### src/rtl/mux_scan_sequencer_pkg.sv
// Shared types and constants for the mux scan sequencer.
// Pure declarations; no timing or flow control of its own.
package mux_scan_pkg;

  localparam int NUM_CH = 4;
  localparam int SEL_W  = 2;
  localparam int CNT_W  = 8;

  typedef enum logic [1:0] {
    IDLE   = 2'd0,
    SETTLE = 2'd1,
    HOLD   = 2'd2
  } state_t;

  // Reload value for the dwell counter; a sample is taken when it reaches zero.
  function automatic logic [CNT_W-1:0] dwell_load(input int dwell);
    return CNT_W'(dwell - 1);
  endfunction

endpackage

### src/rtl/mux_scan_next_ch.sv
// Finds the lowest enabled channel strictly above cur (or the lowest overall when first=1).
// Combinational, zero latency; no flow control.
module mux_scan_next_ch
  import mux_scan_pkg::*;
(
  input  logic [NUM_CH-1:0] en,
  input  logic [SEL_W-1:0]  cur,
  input  logic              first,
  output logic [SEL_W-1:0]  nxt,
  output logic              found
);

  // Descending sweep so the last hit written is the lowest qualifying index.
  always_comb begin
    nxt   = '0;
    found = 1'b0;
    for (int i = NUM_CH - 1; i >= 0; i--) begin
      if (en[i] && (first || (i > int'(cur)))) begin
        nxt   = SEL_W'(i);
        found = 1'b1;
      end
    end
  end

endmodule

### src/rtl/mux_scan_sequencer.sv
// Walks the mux select over enabled channels, samples after each dwell, emits a 4-bit frame.
// Frame valid K*DWELL edges after start; frame/valid held in HOLD until frame_ready.
module mux_scan_sequencer
  import mux_scan_pkg::*;
#(
  parameter int DWELL = 4
) (
  input  logic              clk,
  input  logic              rst_n,
  input  logic              start,
  input  logic              cont,
  input  logic [NUM_CH-1:0] ch_en,
  output logic [SEL_W-1:0]  sel,
  input  logic              mux_out,
  output logic              busy,
  output logic [NUM_CH-1:0] frame,
  output logic              frame_valid,
  input  logic              frame_ready
);

  localparam logic [CNT_W-1:0] DWELL_LD = dwell_load(DWELL);

  state_t              state_q;
  state_t              state_d;
  logic [CNT_W-1:0]    cnt_q;
  logic [CNT_W-1:0]    cnt_d;
  logic [NUM_CH-1:0]   en_q;
  logic [NUM_CH-1:0]   en_d;
  logic [NUM_CH-1:0]   buf_q;
  logic [NUM_CH-1:0]   buf_d;
  logic [SEL_W-1:0]    sel_d;
  logic [NUM_CH-1:0]   frame_d;
  logic                frame_valid_d;

  logic [SEL_W-1:0]    first_idx;
  logic                first_found;
  logic [SEL_W-1:0]    next_idx;
  logic                next_found;
  logic [NUM_CH-1:0]   merged;
  logic                dwell_done;
  logic                launch;

  // First channel is looked up in the live ch_en: it is only consumed at a launch edge.
  mux_scan_next_ch u_first (
    .en    (ch_en),
    .cur   ('0),
    .first (1'b1),
    .nxt   (first_idx),
    .found (first_found)
  );

  mux_scan_next_ch u_next (
    .en    (en_q),
    .cur   (sel),
    .first (1'b0),
    .nxt   (next_idx),
    .found (next_found)
  );

  assign dwell_done = (cnt_q == '0);

  always_comb begin
    merged      = buf_q;
    merged[sel] = mux_out;
  end

  // A new scan starts from IDLE on start, or back-to-back from HOLD in continuous mode.
  always_comb begin
    launch = 1'b0;
    case (state_q)
      IDLE:    launch = start && first_found;
      HOLD:    launch = frame_ready && cont && first_found;
      default: launch = 1'b0;
    endcase
  end

  always_ff @(posedge clk or negedge rst_n) begin
    if (!rst_n) begin
      state_q <= IDLE;
    end else begin
      state_q <= state_d;
    end
  end

  always_comb begin
    state_d = state_q;
    case (state_q)
      IDLE: begin
        if (launch) state_d = SETTLE;
      end
      SETTLE: begin
        if (dwell_done && !next_found) state_d = HOLD;
      end
      HOLD: begin
        if (frame_ready) state_d = launch ? SETTLE : IDLE;
      end
      default: state_d = IDLE;
    endcase
  end

  always_comb begin
    busy          = (state_q != IDLE);
    sel_d         = sel;
    cnt_d         = cnt_q;
    en_d          = en_q;
    buf_d         = buf_q;
    frame_d       = frame;
    frame_valid_d = frame_valid;
    case (state_q)
      SETTLE: begin
        if (!dwell_done) begin
          cnt_d = cnt_q - CNT_W'(1);
        end else begin
          buf_d = merged;
          if (next_found) begin
            sel_d = next_idx;
            cnt_d = DWELL_LD;
          end else begin
            frame_d       = merged;
            frame_valid_d = 1'b1;
          end
        end
      end
      HOLD: begin
        if (frame_ready) begin
          frame_valid_d = 1'b0;
          sel_d         = '0;
        end
      end
      default: ;
    endcase
    // A launch overrides the HOLD return-to-zero select in the same edge.
    if (launch) begin
      en_d  = ch_en;
      sel_d = first_idx;
      cnt_d = DWELL_LD;
      buf_d = '0;
    end
  end

  always_ff @(posedge clk or negedge rst_n) begin
    if (!rst_n) begin
      sel         <= '0;
      cnt_q       <= '0;
      en_q        <= '0;
      buf_q       <= '0;
      frame       <= '0;
      frame_valid <= 1'b0;
    end else begin
      sel         <= sel_d;
      cnt_q       <= cnt_d;
      en_q        <= en_d;
      buf_q       <= buf_d;
      frame       <= frame_d;
      frame_valid <= frame_valid_d;
    end
  end

endmodule

### config.mk
export PLATFORM = sky130hd
export DESIGN_NAME = mux_scan_sequencer
export DESIGN_NICKNAME = d
export VERILOG_FILES = /design/src/rtl/mux_scan_sequencer_pkg.sv /design/src/rtl/mux_scan_next_ch.sv /design/src/rtl/mux_scan_sequencer.sv
export SDC_FILE = /design/constraint.sdc
export NUM_CORES = 1
export LEC_CHECK = 0
export BUFFER_PORTS_ARGS = -buffer_cell sky130_fd_sc_hd__buf_2
export CAP_MARGIN = 5
export CORE_MARGIN = 5
export CORE_UTILIZATION = 55
export CTS_BUF_LIST = sky130_fd_sc_hd__clkbuf_4 sky130_fd_sc_hd__clkbuf_8
export DETAILED_ROUTE_END_ITERATION = 6
export PLACE_DENSITY = 0.77
export RECOVER_POWER = 25
export SYNTH_ARGS = -nofsm -noshare
export SYNTH_HDL_FRONTEND = slang
export SYNTH_SLANG_ARGS = --single-unit
### constraint.sdc
create_clock -name clk -period 2.4 [get_ports clk]
set_input_delay 0.48 -clock clk [delete_from_list [all_inputs] [get_ports clk]]
set_output_delay 0.48 -clock clk [all_outputs]
set_load 0.1 [all_outputs]
# Word level (Yosys, flattened, before mapping)

Index checks and enable logic that the tools add are counted.

Bits in registers: 25
Input bits: 10

Add/subtract/negate cells: 1
$lt $le $gt $ge: 5
Equal/unequal tests: 11
Multiplexer cells: 39
Bitwise operators: 1
Reductions and logical operators: 22

Operators with widths:

| kind                                                 | count |
|---|---|
| two-way mux 8 bit                                    | 4 |
| two-way mux 2 bit                                    | 14 |
| two-way mux 1 bit                                    | 12 |
| two-way mux 4 bit                                    | 3 |
| != test 2 bit (second input constant)                | 5 |
| != test 3 bit (second input constant)                | 3 |
| logical AND 1 bit                                    | 8 |
| zero test 8 bit                                      | 1 |
| AND reduction 4 bit                                  | 2 |
| nonzero test 2 bit                                   | 4 |
| subtractor 8 x 1 -> 8 bit (second input constant)    | 1 |
| one-hot mux 2 bit (3 select lines)                   | 1 |
| AND reduction 3 bit                                  | 2 |
| bitwise mux 4 bit                                    | 1 |
| greater-than comparator 2 bit (first input constant) | 2 |
| one-hot mux 1 bit (2 select lines)                   | 2 |
| one-hot mux 2 bit (2 select lines)                   | 1 |
| AND reduction 2 bit                                  | 2 |
| < comparator 2 x 3 -> 1 bit (second input constant)  | 1 |
| != test 3 x 2 -> 1 bit (second input constant)       | 1 |
| nonzero test 3 bit                                   | 1 |
| demux 1 bit (select 2 bit)                           | 1 |
| equality test 2 x 1 -> 1 bit (second input constant) | 1 |
| equality test 2 bit (second input constant)          | 1 |
| other kinds (5)                                      | 5 |

# Longest topological paths before layout

Word-level depth: 9
Mapped depth: 7
Mapped depth without buffers: 7

# By module

Synthesis repeated with hierarchy kept, for this count alone.

Cell total of the unflattened synthesis: 151
Area total of the unflattened synthesis: 1487.7 um^2

By module, submodules not included:

| module             | instances | cells an instance | area each (um^2) | sequential area each (um^2) |
|---|---|---|---|---|
| mux_scan_sequencer | 1         | 119               | 1300.0           | 625.6 |
| mux_scan_next_ch   | 2         | 16                | 93.8             | 0.0 |

# Worst setup path after synthesis

OpenSTA, ideal clock, no wires.

Kind: register to register
From: register sel[0]
To: register sel[1]
Library setup time: 0.125 ns
Arrival time: 2.091 ns
Required time: 2.275 ns
Path slack: 0.184 ns
Cell stages (with the launch flop): 6
Buffers on the path: 0
Path through: dfrtp_1 > inv_1 > o21a_1 > o21ai_0 > o31a_1 > mux2_2

Word-level cells in the longest chain between the ends: 9
Elaborated cells between the ends (all ways): 18
Classes of those cells: 3 x order compare; 1 x eq/ne; 10 x mux; 4 x reduce/logical

RTL lines:

| item                               | RTL line                  | text |
|---|---|---|
| from (decl)                        | mux_scan_sequencer.sv:13  | `output logic [SEL_W-1:0] sel,` |
| from (signal assigned)             | mux_scan_sequencer.sv:150 | `sel <= sel_d;` |
| greater-than comparator 2 bit      | mux_scan_next_ch.sv:18    | `if (en[i] && (first \|\| (i > int'(cur)))) begin` |
| logical AND 1 bit                  | mux_scan_next_ch.sv:18    |  |
| two-way mux 2 bit (3 in series)    | mux_scan_next_ch.sv:18    |  |
| two-way mux 2 bit                  | mux_scan_sequencer.sv:115 | `if (next_found) begin` |
| two-way mux 2 bit                  | mux_scan_sequencer.sv:111 | `if (!dwell_done) begin` |
| one-hot mux 2 bit (2 select lines) | mux_scan_sequencer.sv:109 | `case (state_q)` |
| two-way mux 2 bit                  | mux_scan_sequencer.sv:133 | `if (launch) begin` |

Several ways; a longest one is shown, not always the timed one. The select of a mux whose other input is x is not followed.
A chain may end at the register's enable or synchronous reset.

# Final worst setup path

From: register cnt_q[1]
To: register cnt_q[1]

Word-level cells in the longest chain between the ends: 4
Elaborated cells between the ends (all ways): 7
Classes of those cells: 1 x add/sub; 1 x eq/ne; 3 x mux; 2 x reduce/logical

RTL lines:

| item                                                         | RTL line                                            | text |
|---|---|---|
| from (decl)                                                  | mux_scan_sequencer.sv:25                            | `logic [CNT_W-1:0] cnt_q;` |
| from (signal assigned)                                       | mux_scan_sequencer.sv:151                           | `cnt_q <= cnt_d;` |
| subtractor 8 x 1 -> 8 bit or zero test 8 bit (tied branches) | mux_scan_sequencer.sv:112, mux_scan_sequencer.sv:60 |  |
| two-way mux 8 bit                                            | mux_scan_sequencer.sv:111                           |  |
| two-way mux 8 bit                                            | mux_scan_sequencer.sv:109                           |  |
| two-way mux 8 bit                                            | mux_scan_sequencer.sv:133                           |  |

Several ways; a longest one is shown, not always the timed one. The select of a mux whose other input is x is not followed.

==> flow_summary.yaml <==
run_status:
  status: "completed"
cts:
  cts_tree: "done"
  path_clk_slew_ns: 0.13
  cts_root_buf: "clkbuf_4"
  clk_latency_ns: 0.31
  postCtsSetupBuffers: 0
  ctsHoldBuffers: 0
  clock_sinks: 24
  cts_buffer_depth: 2
  h-tree-depth: 1
  ctsResizeCount: 0
  cts_buffers: 3
critical_path:
  ff2ff_setup_slack_ns: 0.13
  end_kind: "flip-flop"
  cp.required_ns: 2.61
  arrival_ns: 2.48
  r2r_cells: 7
  cp_max_fo: 5
  critPathKind: "reg2reg"
  worstSetupStartpointType: "flip-flop"
  r2r_end: "cnt_q[1]"
  worst_r2r_startpoint: "cnt_q[1]"
die:
  chipWidth_um: 59.6
  core_area_um2: 2410
  initial_core_util: 0.562
  ioPinCount: 18
  dieArea_um2: 3550
  fp-row-count: 18
  fp.dieH_um: 59.6
yosys:
  yosysUniqueCellTypes: 42
  seq_area_frac_synth: 0.444
  syn_area_um2: 1350
  synth_edf_count: 0
  synth_compound_gate_area_share: 0.173
  yosys_warnings: 0
  synthArstFlopShare: 1.00
  syn_nets: 153
  synth_cells: 141
  synth_xor_area_frac: 0.0194
  synth_top_family_by_area: "simple AND/OR/NAND/NOR gates"
  yosys.area_share.simple: 0.242
  synthFlopType: "dfrtp_1"
  postSynthAreaPerCell_um2: 9.60
  synth_fa_ha_area_frac: 0.0185
  synth.area.mux_share: 0.0758
  synth-seq-cells: 24
global_routing:
  grt_pass1_wl_mm: 5.33
  grt_pass1_vias: 1181
  overflow: 0
  grt_antenna_before_repair: 0
  track_usage: 0.200
  grt_max_degree: 25
route:
  vias: 1121
  wire_per_inst_um: 15.6
  first_pass_iters: 4
  wirelength_mm: 2.96
  vias_per_cell: 5.90
  final_antenna_net_count: 0
  first_iter_violations: 46
  route.detailed.drc: 0
sta:
  setup_ws_ns: 0.134
  setup_violations: 0
  drv_slew: 0
  fin_crit_ns: 2.27
  hold_viol: 0
  rsz0062_at_grt: "no"
  final.setup.tns_ns: 0
  tightestPinTransition_ns: 1.31
  fin_crit_sh: 0.944
  fin_skew_ns: 0.00518
  max_freq_mhz: 441
  slew_headroom: 0.125
cells_and_area:
  final_cell_mix: "dfrtp_1 (24), buf_2 (16), nand2_1 (14)"
  nets: 173
  final_layout_size_suffix_gt1_frac: 0.231
  layout_commonest_cell: "dfrtp_1"
  area_growth_syn_to_layout_pct: 12.6
  antennaDiodeCount: 0
place:
  gp_congestion: 0.811
  preCtsSetupSlack_ns: 0.130
  port_buffers: 17
  hpwl_mm: 2.31
min_path:
  hp-start: "ch_en[3]"
  hp-class: "in2reg"
  min_to: "en_q[3]"
  hold_depth: 3
job:
  maxCapViolCount: 0
-- cell usage after synthesis (2+ instances only) --
cell | count | area, µm²
nand2_1 | 14 | 52.6
ha_1 | 2 | 25.0
mux2_2 | 2 | 22.5
mux2i_1 | 8 | 80.1
nand3_1 | 3 | 15.0
a21oi_1 | 5 | 25.0
nor2b_1 | 5 | 31.3
nor4_1 | 2 | 12.5
nor3_1 | 3 | 15.0
or4_1 | 2 | 15.0
clkbuf_1 | 3 | 11.3
inv_1 | 7 | 26.3
and3_1 | 2 | 12.5
or2_2 | 3 | 18.8
o21a_1 | 2 | 15.0
xor2_1 | 2 | 17.5
nor2_1 | 13 | 48.8
a211o_1 | 3 | 26.3
dfrtp_1 | 24 | 601
nand2b_1 | 2 | 12.5
o21ai_0 | 13 | 65.1
-- worst max-delay path by stage --
stage                        start       end  slack [ns]
final                     cnt_q[1]  cnt_q[1]        0.13
after global routing      cnt_q[0]  cnt_q[5]        0.03
after CTS                 cnt_q[0]  cnt_q[1]        0.11
after detailed placement  cnt_q[0]  cnt_q[1]        0.13
after global placement    cnt_q[0]  cnt_q[1]        0.23
after floorplan             sel[0]    sel[1]        0.18
-- through the flow --
step                hold WS, ns  std cells   util  area [µm²]
floorplan                 0.184        141      -        1350
finish                    0.419        190  0.632        1520
detailed placement        0.467        186  0.611        1470
CTS                       0.139        190  0.633        1530
global route              0.442        190  0.632        1520
global placement          0.459        186  0.611        1470
-- cells by family (layout without fill, tap and decap cells) --
family	count (synthesis)	after routing
adder cells (fa/ha/maj)	2	2
multiplexers	10	10
AO/OA/AOI/OAI	33	33
buffers and inverters	10	29
flip-flops	24	24
XOR/XNOR	3	3
AND/OR/NAND/NOR	59	59
-- sequential cells by signal, indices dropped and copies added (netlist names) --
name,count
buf_q,4
cnt_q,8
en_q,3
frame,4
frame_valid,1
sel,2
state_q,2
-- area by class of cell --
| type | instances | area (µm²) |
|---|---|---|
| Clock buffer | 3 | 22.5 |
| Clock inverter | 1 | 30.0 |
| Fill cell | 207 | 886 |
| Inverter | 7 | 26.3 |
| Multi-Input combinational cell | 107 | 716 |
| Sequential cell | 24 | 601 |
| Tap cell | 30 | 37.5 |
| Timing Repair Buffer | 18 | 91.3 |
-- layer usage --
metal,vias to the layer above,GRT usage,part of all wire,wire [µm]
met1,537,0.255,0.42,1260
met5,-,0,0,0
met4,0,0.111,0.036,107
li1,542,-,-,-
met3,12,0.0283,0.030,90
met2,30,0.323,0.51,1500
-- critical path, cell delays in order (launching register included) --
cell	delay [ns]
dfrtp_1	0.44
inv_1	0.10
ha_1	0.16
or3b_2	0.53
or2_4	0.31
o31ai_4	0.30
nor2_1	0.07
a211o_1	0.26
Power is left out: the tool's default activity adds up to more than one toggle a clock period on the data nets, which glitch-free logic cannot reach.
